## src/rtl/rom_read_sequencer.sv

```systemverilog
`timescale 1ns/1ps
// rom_read_sequencer
// Walks a parallel ROM from address 0 up to LAST_ADDRESS, driving chip-select
// and output-enable with a programmable access delay, capturing each byte and
// holding the address/data pair for the display and logger.
//
// Ports:
//   i_clk          system clock, rising edge
//   i_reset        asynchronous reset, active low
//   i_start        begin a scan (honoured in IDLE/DONE only)
//   i_single_step  1 = wait for i_step after each word, 0 = auto dwell
//   i_step         advance to the next address (step-mode HOLD only)
//   i_abort        terminate the scan, highest priority after reset
//   i_rom_data     ROM data bus
//   o_rom_address  ROM address bus
//   o_rom_cs_n     ROM chip select, active low
//   o_rom_oe_n     ROM output enable, active low
//   o_address_line address of the last captured word
//   o_data_out     last captured byte
//   o_data_valid   one-cycle pulse when o_data_out/o_address_line update
//   o_busy         high in every state except IDLE and DONE
//   o_done         high once LAST_ADDRESS is captured, until the next start
module rom_read_sequencer #(
    parameter int unsigned ADDRESS_WIDTH = 9,
    parameter int unsigned DATA_WIDTH    = 8,
    parameter int unsigned ACCESS_CYCLES = 4,
    parameter int unsigned HOLD_CYCLES   = 16,
    parameter int unsigned LAST_ADDRESS  = 511
) (
    input  logic                     i_clk,
    input  logic                     i_reset,
    input  logic                     i_start,
    input  logic                     i_single_step,
    input  logic                     i_step,
    input  logic                     i_abort,
    input  logic [DATA_WIDTH-1:0]    i_rom_data,
    output logic [ADDRESS_WIDTH-1:0] o_rom_address,
    output logic                     o_rom_cs_n,
    output logic                     o_rom_oe_n,
    output logic [ADDRESS_WIDTH-1:0] o_address_line,
    output logic [DATA_WIDTH-1:0]    o_data_out,
    output logic                     o_data_valid,
    output logic                     o_busy,
    output logic                     o_done
);

    localparam int unsigned CNT_MAX = (ACCESS_CYCLES > HOLD_CYCLES) ? ACCESS_CYCLES : HOLD_CYCLES;
    localparam int unsigned CNT_W   = $clog2(CNT_MAX) + 1;

    localparam logic [CNT_W-1:0]         ACCESS_LAST = CNT_W'(ACCESS_CYCLES - 1);
    localparam logic [CNT_W-1:0]         HOLD_LAST   = CNT_W'(HOLD_CYCLES - 1);
    localparam logic [ADDRESS_WIDTH-1:0] ADDR_LAST   = ADDRESS_WIDTH'(LAST_ADDRESS);

    typedef enum logic [2:0] {
        S_IDLE    = 3'd0,
        S_SETUP   = 3'd1,
        S_ACCESS  = 3'd2,
        S_CAPTURE = 3'd3,
        S_HOLD    = 3'd4,
        S_DONE    = 3'd5
    } state_t;

    state_t                   r_state;
    state_t                   w_next_state;
    logic [CNT_W-1:0]         r_cnt;
    logic [CNT_W-1:0]         w_next_cnt;
    logic [ADDRESS_WIDTH-1:0] r_rom_address;
    logic [ADDRESS_WIDTH-1:0] w_next_address;
    logic                     w_capture;
    logic                     w_advance;
    logic                     w_scan_active;

    logic                     w_cs_n;
    logic                     w_oe_n;
    logic                     w_data_valid;
    logic                     w_busy;
    logic                     w_done;

    logic                     r_rom_cs_n;
    logic                     r_rom_oe_n;
    logic                     r_data_valid;
    logic                     r_busy;
    logic                     r_done;
    logic [ADDRESS_WIDTH-1:0] r_address_line;
    logic [DATA_WIDTH-1:0]    r_data_out;

    assign w_scan_active = (r_state != S_IDLE) && (r_state != S_DONE);

    // State register
    always_ff @(posedge i_clk or negedge i_reset) begin
        if (!i_reset) begin
            r_state <= S_IDLE;
        end else begin
            r_state <= w_next_state;
        end
    end

    // Next-state, dwell counter, address and registered-output next values
    always_comb begin
        w_next_state   = r_state;
        w_next_cnt     = r_cnt;
        w_next_address = r_rom_address;
        w_capture      = 1'b0;
        w_advance      = 1'b0;

        case (r_state)
            S_IDLE, S_DONE: begin
                if (i_start && !i_abort) begin
                    w_next_state   = S_SETUP;
                    w_next_address = '0;
                end
            end
            S_SETUP: begin
                w_next_state = S_ACCESS;
                w_next_cnt   = '0;
            end
            S_ACCESS: begin
                if (r_cnt == ACCESS_LAST) begin
                    w_next_state = S_CAPTURE;
                    w_capture    = 1'b1;
                end else begin
                    w_next_cnt = r_cnt + CNT_W'(1);
                end
            end
            S_CAPTURE: begin
                w_next_state = S_HOLD;
                w_next_cnt   = '0;
            end
            S_HOLD: begin
                // Step mode freezes the dwell count; auto mode resumes from it.
                if (i_single_step) begin
                    w_advance = i_step;
                end else if (r_cnt == HOLD_LAST) begin
                    w_advance = 1'b1;
                end else begin
                    w_next_cnt = r_cnt + CNT_W'(1);
                end
            end
            default: begin
                w_next_state = S_IDLE;
            end
        endcase

        // Advance decision on the HOLD exit edge; the address never wraps.
        if (w_advance) begin
            if (r_rom_address == ADDR_LAST) begin
                w_next_state = S_DONE;
            end else begin
                w_next_state   = S_SETUP;
                w_next_address = r_rom_address + ADDRESS_WIDTH'(1);
            end
        end

        // Abort overrides everything, including a capture on this edge.
        if (i_abort && w_scan_active) begin
            w_next_state   = S_IDLE;
            w_next_cnt     = r_cnt;
            w_next_address = r_rom_address;
            w_capture      = 1'b0;
        end
    end

    // Outputs are derived from the next state so they register alongside it.
    always_comb begin
        w_cs_n       = 1'b1;
        w_oe_n       = 1'b1;
        w_data_valid = 1'b0;
        w_busy       = 1'b0;
        w_done       = 1'b0;
        case (w_next_state)
            S_SETUP:   begin w_cs_n = 1'b0; w_busy = 1'b1; end
            S_ACCESS:  begin w_cs_n = 1'b0; w_oe_n = 1'b0; w_busy = 1'b1; end
            S_CAPTURE: begin w_cs_n = 1'b0; w_data_valid = 1'b1; w_busy = 1'b1; end
            S_HOLD:    begin w_busy = 1'b1; end
            S_DONE:    begin w_done = 1'b1; end
            default:   begin end
        endcase
    end

    // Counter, address and output registers
    always_ff @(posedge i_clk or negedge i_reset) begin
        if (!i_reset) begin
            r_cnt          <= '0;
            r_rom_address  <= '0;
            r_rom_cs_n     <= 1'b1;
            r_rom_oe_n     <= 1'b1;
            r_data_valid   <= 1'b0;
            r_busy         <= 1'b0;
            r_done         <= 1'b0;
            r_address_line <= '0;
            r_data_out     <= '0;
        end else begin
            r_cnt         <= w_next_cnt;
            r_rom_address <= w_next_address;
            r_rom_cs_n    <= w_cs_n;
            r_rom_oe_n    <= w_oe_n;
            r_data_valid  <= w_data_valid;
            r_busy        <= w_busy;
            r_done        <= w_done;
            if (w_capture) begin
                r_data_out     <= i_rom_data;
                r_address_line <= r_rom_address;
            end
        end
    end

    assign o_rom_address  = r_rom_address;
    assign o_rom_cs_n     = r_rom_cs_n;
    assign o_rom_oe_n     = r_rom_oe_n;
    assign o_address_line = r_address_line;
    assign o_data_out     = r_data_out;
    assign o_data_valid   = r_data_valid;
    assign o_busy         = r_busy;
    assign o_done         = r_done;

endmodule

```

## config.mk

```make
export PLATFORM = sky130hd
export DESIGN_NAME = rom_read_sequencer
export DESIGN_NICKNAME = d
export VERILOG_FILES = /design/src/rtl/rom_read_sequencer.sv
export SDC_FILE = /design/constraint.sdc
export NUM_CORES = 1
export LEC_CHECK = 0
export CORE_MARGIN = 3
export CORE_UTILIZATION = 30
export DETAILED_ROUTE_END_ITERATION = 7
export MAX_ROUTING_LAYER = met4
export SKIP_LAST_GASP = 1
export SLEW_MARGIN = 20
export SYNTH_ARGS = -nofsm -noshare
export SYNTH_HDL_FRONTEND = slang
export SYNTH_SLANG_ARGS = --single-unit
```

## constraint.sdc

```tcl
create_clock -name i_clk -period 2.54 [get_ports i_clk]
set_input_delay 0.381 -clock i_clk [delete_from_list [all_inputs] [get_ports i_clk]]
set_output_delay 0.381 -clock i_clk [all_outputs]
set_load 0.02 [all_outputs]
```

==> key figures <==
Clock network
  • Resize count post-CTS: 0
  • Clock-pin slew on the worst setup and hold paths: ~70 ps
  • Clk buf depth: 2
  • Root Driver: clkbuf_8
  • Clk Latency, worst-skew pair: approximately 280 ps
  • TritonCTS clock tree: yes
  • Setup bufs post-CTS: 0
  • Count of hold-fix buffers inserted at cts: 0
  • H-tree levels: 2
  • Clk sinks: 39
  • CTS Buf Count: 5

Routing
  • Via count: approximately 1,400
  • Routed vias/inst: approximately 4.7
  • DRC Markers: 0
  • Initial drt markers: 78
  • ANT nets after route: 0
  • Initial DRT Pass Iterations: 4
  • Per-cell routed wire length: between 10 and 15 um
  • Detailed Route WL: around 3.9 mm

Logic synthesis
  • Post-synthesis sequential area ratio: between 50 and 60%
  • Seq cells post-synth: 39
  • Mapped Area: 1820 um^2
  • Yosys cell types: 38
  • Number of synthesized flops with an enable pin: 0
  • Yosys warns: 0
  • Post-Syn Area per Cell: ~9.9 um^2
  • Post-synth top area share: 50.8%
  • Count leader, synth: nand2_1
  • Top FF cell, synth: dfrtp_1
  • Post-synthesis net count: ~200
  • Dominant cells by area after synthesis: dfrtp_1, nand2_1, a21oi_1
  • Asr flop ratio synth: 100%
  • Synth area leader: dfrtp_1
  • Synth cell count leaders: nand2_1, dfrtp_1, a21oi_1
  • Mapped Cells: around 180

Setup path
  • Critical R2R Capture: o_rom_address[5]
  • Critical Path AT: around 2500 ps
  • Worst Setup EP: o_rom_address[5]
  • Critical path launch point type: register
  • Worst r2r path cells: 9
  • Worst EP required: 2750 ps
  • Crit path from: o_rom_address[1]
  • Critical path endpoint category: register
  • Worst R2R Setup Slack: 310 ps
  • Critical path class: register to register
  • Critical path peak fanout: 9
  • Reg2Reg Launch Point: o_rom_address[1]

Layout
  • Share of cells above drive strength 1: about 10%
  • Filler cells: about 570
  • NumNets Final: between 200 and 300
  • Multi-input gate area: just under 800 um^2
  • Reg area: 978 um^2
  • Area delta synth->final: 32.7%
  • N_diodes: 0
  • Fin util: 42.4%

Placed design
  • Port Buffers: 44
  • DPL Wire Length: around 2.7 mm
  • GP Congestion: between 0.7 and 0.8

Outcome
  • Status: completed

Floorplanning
  • Initial Util: about a third
  • Cell row count: 27
  • Core region area: about 5700 um^2
  • DIE AREA: between 7000 and 8000 um^2
  • Chip Width: between 80 and 90 um
  • Die H: approximately 84 um
  • # IOs: 45

Global route
  • Gr ovfl total: 0
  • Vias in the first global route: about 1,500
  • First-pass GRT wire length: 6.86 mm
  • GRT Overall Usage: around 12%
  • Initial antenna violation count: 0
  • Largest net degree at the start of global routing: 40

STA
  • Slew Viols, Final: 0
  • Unrepaired setup endpoints after global routing: no
  • F_max: roughly 0.45 GHz
  • Final setup fails: 0
  • Setup Skew: roughly 3.3 ps
  • Final hold vios: 0
  • Worst-margin pin slew: 862 ps
  • Final period util: 88.0%
  • Setup TNS: 0 ps
  • Slew HR: a little over two fifths
  • Crit path time final: about 2200 ps

Pwr
  • Total power: ~1.4 mW
  • Power Density: 566 nW/um^2
  • VDD IR max: a little under 0.3 mV
  • Leak pwr: 1.09 nW

Worst hold path
  • Worst Hold Class: input pin to asynchronous set/reset pin

Job
  • Max cap viols: 0
==> power breakdown <==
part	switching [mW]	internal (mW)	leakage, nW
Sequential	0.0506	0.680	0.526
Combinational	0.130	0.115	0.518
Clock	0.201	0.193	0.0422
Total	0.382	0.987	1.09
==> cells by family after synthesis <==
family | Yosys count | synth area share, %
AOI/OAI and AO/OA | 38 | 13.1
adders and majority gates | 4 | 2.74
buffers and inverters | 16 | 4.05
DFF | 39 | 53.6
muxes | 7 | 4.18
and+or+nand+nor | 80 | 22.3
==> placed cells by master, fill, tap and decap left out, drive strengths merged <==
| cell | synthesis | final |
|---|---|---|
| a211oi | 1 | 1 |
| a21boi | 1 | 1 |
| a21oi | 13 | 13 |
| a221o | 1 | 1 |
| a31oi | 2 | 2 |
| a41oi | 2 | 2 |
| and2 | 1 | 1 |
| and3 | 3 | 3 |
| buf | 5 | 5 |
| clkbuf | 2 | 7 |
| clkdlybuf4s50 | 0 | 43 |
| clkinv | 0 | 1 |
| dfrtp | 37 | 37 |
| dfstp | 2 | 2 |
| ha | 4 | 4 |
| inv | 9 | 9 |
| mux2 | 5 | 5 |
| mux2i | 2 | 2 |
| nand2 | 43 | 43 |
| nand2b | 4 | 4 |
| nand3 | 3 | 3 |
| nand4 | 2 | 2 |
| nand4b | 1 | 1 |
| nor2 | 10 | 10 |
| nor2b | 3 | 3 |
| nor3 | 3 | 3 |
| nor3b | 2 | 2 |
| nor4 | 1 | 1 |
| nor4b | 1 | 1 |
| o21ai | 12 | 12 |
| o21bai | 1 | 1 |
| o31ai | 5 | 5 |
| or2 | 1 | 1 |
| or3b | 1 | 1 |
| or4b | 1 | 1 |
==> registers in the layout, indices dropped and copies added (netlist names) <==
register        cells
r_cnt               5
o_rom_oe_n          1
o_rom_address       9
o_data_out          8
o_address_line      9
o_rom_cs_n          1
o_data_valid        1
o_busy              1
r_state             3
o_done              1
==> through the flow <==
stage	instances	worst slack, ps	instance area [um^2]	hold WS [ps]
2_1_floorplan	184	534	1820	85.4
3_3_place_gp	297	329	2340	456
3_5_place_dp	297	337	2340	463
4_1_cts	305	310	2420	242
5_1_grt	305	89.3	2420	280
6_report	305	305	2420	205
==> worst max-delay path, cell delays in order (launching register included) <==
cell     delay (ps)
dfrtp_1         440
ha_1            270
nand2_1         100
nor2_1           60
and3_1          180
ha_1            190
nor3_2          250
and2_1          380
a41oi_1         160
a21oi_1         140
==> final cells by class <==
class                      instances  share of cell area, %
timing repair buffer              48                   19.2
sequential                        39                   40.4
inverter                           9                   1.40
multi-input combinational        129                   31.9
tap                               72                   3.72
clock buffer                       7                   3.15
clock inverter                     1                  0.207
==> worst min path at each step <==
stage                  startpoint                end  slack [ps]  cells after the start
floorplan                 i_reset  o_address_line[0]          90                      0
global placement    o_data_out[6]      o_data_out[6]         460                      2
detailed placement  o_data_out[5]      o_data_out[5]         460                      2
CTS                       i_reset   o_rom_address[2]         240                      1
global route              i_reset  o_address_line[5]         280                      1
finish                    i_reset  o_address_line[5]         210                      1
==> layer usage <==
layer  routed length (um)  track usage [%]  share of wire, %  vias up
met4                   36             3.51              0.92        0
met5                    0                -                 0        -
met1                 1970             16.2                50      672
li1                     -                -                 -      724
met2                 1710             18.4                44       39
met3                  203             3.26               5.2        5
No activity file was read; power rests on OpenSTA's default activity.
